**config.mk**
```make
export PLATFORM = sky130hd
export DESIGN_NAME = wb_sdram_arbiter
export DESIGN_NICKNAME = d
export VERILOG_FILES = /design/src/rtl/wb_sdram_arbiter.sv
export SDC_FILE = /design/constraint.sdc
export NUM_CORES = 1
export LEC_CHECK = 0
export BUFFER_PORTS_ARGS = -buffer_cell sky130_fd_sc_hd__buf_2
export CORE_AREA = 2 2 130 132
export DETAILED_ROUTE_END_ITERATION = 8
export DIE_AREA = 0 0 132 134
export GPL_TIMING_DRIVEN = 1
export PLACE_DENSITY_LB_ADDON = 0.2
export SYNTH_ARGS = -nofsm -noshare
export SYNTH_HDL_FRONTEND = slang
export SYNTH_HIERARCHICAL = 1
export SYNTH_SLANG_ARGS = --single-unit
```
**constraint.sdc**
```tcl
create_clock -name wb_clk_i -period 2.7 [get_ports wb_clk_i]
set_input_delay 0.405 -clock wb_clk_i [delete_from_list [all_inputs] [get_ports wb_clk_i]]
set_output_delay 0.405 -clock wb_clk_i [all_outputs]
set_load 0.01 [all_outputs]
```
**src/rtl/wb_sdram_arbiter.sv**
```systemverilog
// Two-master Wishbone B3 arbiter in front of the SDRAM controller slave port.
// Round-robin at bus-cycle granularity: ownership is held for the owner's
// whole cyc period so bursts are never split. A watchdog aborts accesses the
// slave never answers and hands the error back to the stalled master.

// Per-master response steering: forwards the slave response only to the
// current owner, and raises err to a master whose access was aborted.
module wb_sdram_arbiter_port (
  input  logic own,
  input  logic abort,
  input  logic s_ack_i,
  input  logic s_err_i,
  output logic ack_o,
  output logic err_o
);
  assign ack_o = own & s_ack_i;
  assign err_o = (own & s_err_i) | abort;
endmodule

module wb_sdram_arbiter #(
  parameter int AW      = 32,
  parameter int DW      = 32,
  parameter int TIMEOUT = 1023
) (
  input  logic            wb_clk_i,
  input  logic            wb_rst_i,
  // master 0
  input  logic [AW-1:0]   m0_adr_i,
  input  logic [DW-1:0]   m0_dat_i,
  input  logic [DW/8-1:0] m0_sel_i,
  input  logic            m0_we_i,
  input  logic            m0_cyc_i,
  input  logic            m0_stb_i,
  input  logic [2:0]      m0_cti_i,
  input  logic [1:0]      m0_bte_i,
  output logic [DW-1:0]   m0_dat_o,
  output logic            m0_ack_o,
  output logic            m0_err_o,
  // master 1
  input  logic [AW-1:0]   m1_adr_i,
  input  logic [DW-1:0]   m1_dat_i,
  input  logic [DW/8-1:0] m1_sel_i,
  input  logic            m1_we_i,
  input  logic            m1_cyc_i,
  input  logic            m1_stb_i,
  input  logic [2:0]      m1_cti_i,
  input  logic [1:0]      m1_bte_i,
  output logic [DW-1:0]   m1_dat_o,
  output logic            m1_ack_o,
  output logic            m1_err_o,
  // slave
  output logic [AW-1:0]   s_adr_o,
  output logic [DW-1:0]   s_dat_o,
  output logic [DW/8-1:0] s_sel_o,
  output logic            s_we_o,
  output logic            s_cyc_o,
  output logic            s_stb_o,
  output logic [2:0]      s_cti_o,
  output logic [1:0]      s_bte_o,
  input  logic [DW-1:0]   s_dat_i,
  input  logic            s_ack_i,
  input  logic            s_err_i,
  // status
  output logic [1:0]      grant_o,
  output logic            timeout_o
);

  localparam int NM = 2;
  localparam logic [15:0] WD_LIM = 16'(TIMEOUT);

  typedef enum logic [1:0] {IDLE, GNT0, GNT1, ABORT} state_t;

  state_t      state, state_nxt;
  logic        last, last_nxt;
  logic [15:0] wd_cnt;
  logic        granted, owner, wd_hit;

  logic [NM-1:0][AW-1:0]   req_adr;
  logic [NM-1:0][DW-1:0]   req_dat;
  logic [NM-1:0][DW/8-1:0] req_sel;
  logic [NM-1:0][2:0]      req_cti;
  logic [NM-1:0][1:0]      req_bte;
  logic [NM-1:0]           req_we, req_cyc, req_stb;
  logic [NM-1:0]           own_v, abort_v, ack_v, err_v;

  assign req_adr = {m1_adr_i, m0_adr_i};
  assign req_dat = {m1_dat_i, m0_dat_i};
  assign req_sel = {m1_sel_i, m0_sel_i};
  assign req_cti = {m1_cti_i, m0_cti_i};
  assign req_bte = {m1_bte_i, m0_bte_i};
  assign req_we  = {m1_we_i,  m0_we_i};
  assign req_cyc = {m1_cyc_i, m0_cyc_i};
  assign req_stb = {m1_stb_i, m0_stb_i};

  assign granted   = (state == GNT0) || (state == GNT1);
  assign owner     = (state == GNT1);
  assign grant_o   = {state == GNT1, state == GNT0};
  assign timeout_o = (state == ABORT);

  // Read data is broadcast; masters only look at it alongside their ack.
  assign m0_dat_o = s_dat_i;
  assign m1_dat_o = s_dat_i;

  // Watchdog fires when the strobed access has waited the full limit and the
  // slave still gives no response in this cycle.
  assign wd_hit = (TIMEOUT != 0) && granted && s_stb_o && !s_ack_i && !s_err_i
                  && (wd_cnt == WD_LIM);

  // State and last-served registers.
  always_ff @(posedge wb_clk_i or posedge wb_rst_i) begin
    if (wb_rst_i) begin
      state <= IDLE;
      last  <= 1'b1;
    end else begin
      state <= state_nxt;
      last  <= last_nxt;
    end
  end

  // Arbitration: ties go to the master not served last; ownership released
  // only when the owner drops cyc or the watchdog aborts it.
  always_comb begin
    state_nxt = state;
    last_nxt  = last;
    case (state)
      IDLE: begin
        if (m0_cyc_i && m1_cyc_i) state_nxt = last ? GNT0 : GNT1;
        else if (m0_cyc_i)        state_nxt = GNT0;
        else if (m1_cyc_i)        state_nxt = GNT1;
      end
      GNT0: begin
        if (!m0_cyc_i) begin
          last_nxt  = 1'b0;
          state_nxt = m1_cyc_i ? GNT1 : IDLE;
        end else if (wd_hit) begin
          last_nxt  = 1'b0;
          state_nxt = ABORT;
        end
      end
      GNT1: begin
        if (!m1_cyc_i) begin
          last_nxt  = 1'b1;
          state_nxt = m0_cyc_i ? GNT0 : IDLE;
        end else if (wd_hit) begin
          last_nxt  = 1'b1;
          state_nxt = ABORT;
        end
      end
      ABORT:   state_nxt = IDLE;
      default: state_nxt = IDLE;
    endcase
  end

  // Watchdog counter: counts strobed, unanswered cycles of the current owner.
  always_ff @(posedge wb_clk_i or posedge wb_rst_i) begin
    if (wb_rst_i)
      wd_cnt <= '0;
    else if (TIMEOUT == 0 || !granted || !s_stb_o || s_ack_i || s_err_i)
      wd_cnt <= '0;
    else
      wd_cnt <= wd_cnt + 16'd1;
  end

  // Slave request mux: owner's signals pass straight through, zero otherwise.
  always_comb begin
    s_adr_o = '0;
    s_dat_o = '0;
    s_sel_o = '0;
    s_we_o  = 1'b0;
    s_cyc_o = 1'b0;
    s_stb_o = 1'b0;
    s_cti_o = '0;
    s_bte_o = '0;
    if (granted) begin
      s_adr_o = req_adr[owner];
      s_dat_o = req_dat[owner];
      s_sel_o = req_sel[owner];
      s_we_o  = req_we[owner];
      s_cyc_o = req_cyc[owner];
      s_stb_o = req_stb[owner];
      s_cti_o = req_cti[owner];
      s_bte_o = req_bte[owner];
    end
  end

  genvar gi;
  generate
    for (gi = 0; gi < NM; gi++) begin : g_port
      assign own_v[gi]   = grant_o[gi];
      assign abort_v[gi] = (state == ABORT) && (last == 1'(gi));
      wb_sdram_arbiter_port u_port (
        .own     (own_v[gi]),
        .abort   (abort_v[gi]),
        .s_ack_i (s_ack_i),
        .s_err_i (s_err_i),
        .ack_o   (ack_v[gi]),
        .err_o   (err_v[gi])
      );
    end
  endgenerate

  assign m0_ack_o = ack_v[0];
  assign m1_ack_o = ack_v[1];
  assign m0_err_o = err_v[0];
  assign m1_err_o = err_v[1];

endmodule

```
==> impl_metrics.tcl <==
set metrics [dict create \
    status "completed" \
    avgSynthCellArea_um2 8.185 \
    placed_cell_area_um2 3913 \
    post_cts_resize_count 0 \
    synth.top_cell.area_share 0.2562 \
    synth_xor_area_frac 0.03587 \
    fp.dieH_um 134 \
    clk_pin_slew_ns 0.06 \
    final.period_utilization 0.8667 \
    criticalPathCategory "reg -> out" \
    clock-root-buffer "clkbuf_16" \
    netlist_instances 358 \
    worst_pin_slew_ns 0.8074 \
    dp_hpwl_um 8755 \
    final_hold_viol_count 0 \
    maxSlewViolCount 0 \
    cp.required_ns 2.30 \
    post-cts-setup-buffers 0 \
    drv_cap 0 \
    fin_skew_ns 0.005521 \
    leakage_nw 2.040 \
    drive_gt1_frac 0.4846 \
    ant_nets 0 \
    rsz0062_at_grt "false" \
    synth_compound_area_frac 0.04227 \
    final_area_um2 3998 \
    coreArea_um2 16290 \
    syn_area_um2 2930 \
    dieArea_um2 17690 \
    area_growth_pct 36.42 \
    fin_ws_ns 0.3599 \
    drc 0 \
    synth_common_cells "76 x nor2b_1, 75 x mux2i_1, 65 x buf_4, 18 x dfrtp_1, 14 x clkbuf_1" \
    async_flop_share 1.000 \
    fin_crit_ns 2.340 \
    endpoint_kind "primary output" \
    nNetsFinal 715 \
    io_buffers 238 \
    wl_um 10350 \
    antenna_found_initial 3 \
    drt_iter0_drc 68 \
    fillers 1830 \
    synth_top_family_by_area "simple AND/OR/NAND/NOR gates" \
    synth_seq_cells 19 \
    power_density_nw_per_um2 860.9 \
    synth_adder_area_share 0.02562 \
    synthDistinctLibCells 41 \
    wl_per_cell_um 13.95 \
    io_pins 335 \
    yosys.area_share.simple 0.2754 \
    grt_usage 0.1085 \
    clock-sinks 19 \
    synth_flop_cell "dfrtp_1" \
    vias_per_cell 3.970 \
    place_congestion 0.7882 \
    cts_made_buffers 3 \
    start_kind "register" \
    yosys-mux-area-fraction 0.2562 \
    start_util 0.1799 \
    tns_ns 0 \
    yosysMostFrequentCell "nor2b_1" \
    grt_pass1_wl_um 15750 \
    synth_edf_count 0 \
    die_x_um 132 \
    cts_hold_buffers 0 \
    firstDrtPassIters 5 \
    yosysWarningCount 6 \
    synth_nets 552 \
    grt_max_degree 55 \
    grt-ovfl-total 0 \
    grt_pass1_vias 2970 \
    cp_max_fo 54 \
    max_slew_margin 0.4612 \
    core.rowCount 47 \
    vdd_drop_max_v 0.0003591 \
    post-place-ws_ns 0.6193 \
    cts_tree "built" \
    htreeDepth 1 \
    synth.area.top_cells "mux2i_1 26%, buf_4 17%, nor2b_1 16%" \
    arrival_ns 1.94 \
    finalSetupViolCount 0 \
    hold_class "in -> async" \
    synth.largest_area_cell "mux2i_1" \
    clk_latency_ns 0.25 \
    clock.fmax_mhz 427.3 \
    cts_max_path_buffers 2 \
    dr_total_vias 2946 \
    final_core_util 0.2454 \
    ys_seq_area_frac 0.1627 \
]
## layout make-up
type | instances | area (um^2) | share of cell area
antenna | 2 | 5.005 | 0.001252
clock inverter | 1 | 5.005 | 0.001252
timing repair buffer | 244 | 1261 | 0.3155
clock buffer | 3 | 75.07 | 0.01878
tap | 220 | 275.3 | 0.06886
inverter | 6 | 22.52 | 0.005634
multi-input combinational | 247 | 1877 | 0.4695
sequential | 19 | 476.7 | 0.1192
## kinds of logic after synthesis
group / after synthesis
flops: 19
simple gates: 135
compound gates: 19
fa+ha+maj: 6
mux: 75
xor+xnor: 12
buf+inv: 92
## worst paths after layout
path / startpoint / to / slack, ns / depth (start not counted)
max: state[0] / s_sel_o[3] / 0.36 / 6
max in group asynchronous: wb_rst_i / wd_cnt[6] / 1.89 / 2
min: wb_rst_i / wd_cnt[8] / 0.30 / 2
min in group wb_clk_i: wd_cnt[0] / wd_cnt[0] / 0.46 / 1
max reg2reg: state[0] / wd_cnt[15] / 0.66 / 6
min reg2reg: wd_cnt[0] / wd_cnt[0] / 0.46 / 1
## state kept, by name, summed over array words and instances (netlist names)
signal / flops
last: 1
state: 2
wd_cnt: 16
## layout by cell type, fill, tap and decap left out, drive strengths merged, types with 3 or more instances in the layout
cell	n
ha	6
mux2i	75
buf	244
inv	6
nor2b	76
nand2b	3
xor2	11
o21ai	3
nand3	6
dfrtp	18
and4	4
nand2	10
nor2	13
a21oi	6
nand4	4
clkbuf	3
and2	6
## power by group
group / switching [mW] / internal, mW / total, mW
logic: 1.49 / 1.31 / 2.80
registers: 0.0250 / 0.310 / 0.335
clock network: 0.111 / 0.199 / 0.310
total: 1.62 / 1.82 / 3.44
## worst max-delay path: stages, from the launching register on
cell	delay, ns
dfrtp_1	0.40
inv_1	0.19
ha_4	0.21
buf_12	0.28
mux2i_1	0.32
nor2b_1	0.07
buf_2	0.15
## stage by stage
step / instances / hold slack [ns] / total power [mW]
floorplan: 358 / 0.3554 / 2.202
global placement: 736 / 0.4391 / 3.158
detailed placement: 736 / 0.4593 / 3.187
CTS: 740 / 0.3230 / 3.511
global route: 742 / 0.3757 / 3.713
finish: 742 / 0.3030 / 3.442
## metal layers
layer,track usage,share of wire,routed length (um),up-vias
met1,0.1176,0.38,3960,1310
met2,0.2106,0.53,5530,145
met5,0,0.0015,16,-
met3,0.02721,0.063,649,17
met4,0.02476,0.019,193,2
li1,-,-,-,1472
Power figures use the tool's default switching activity.
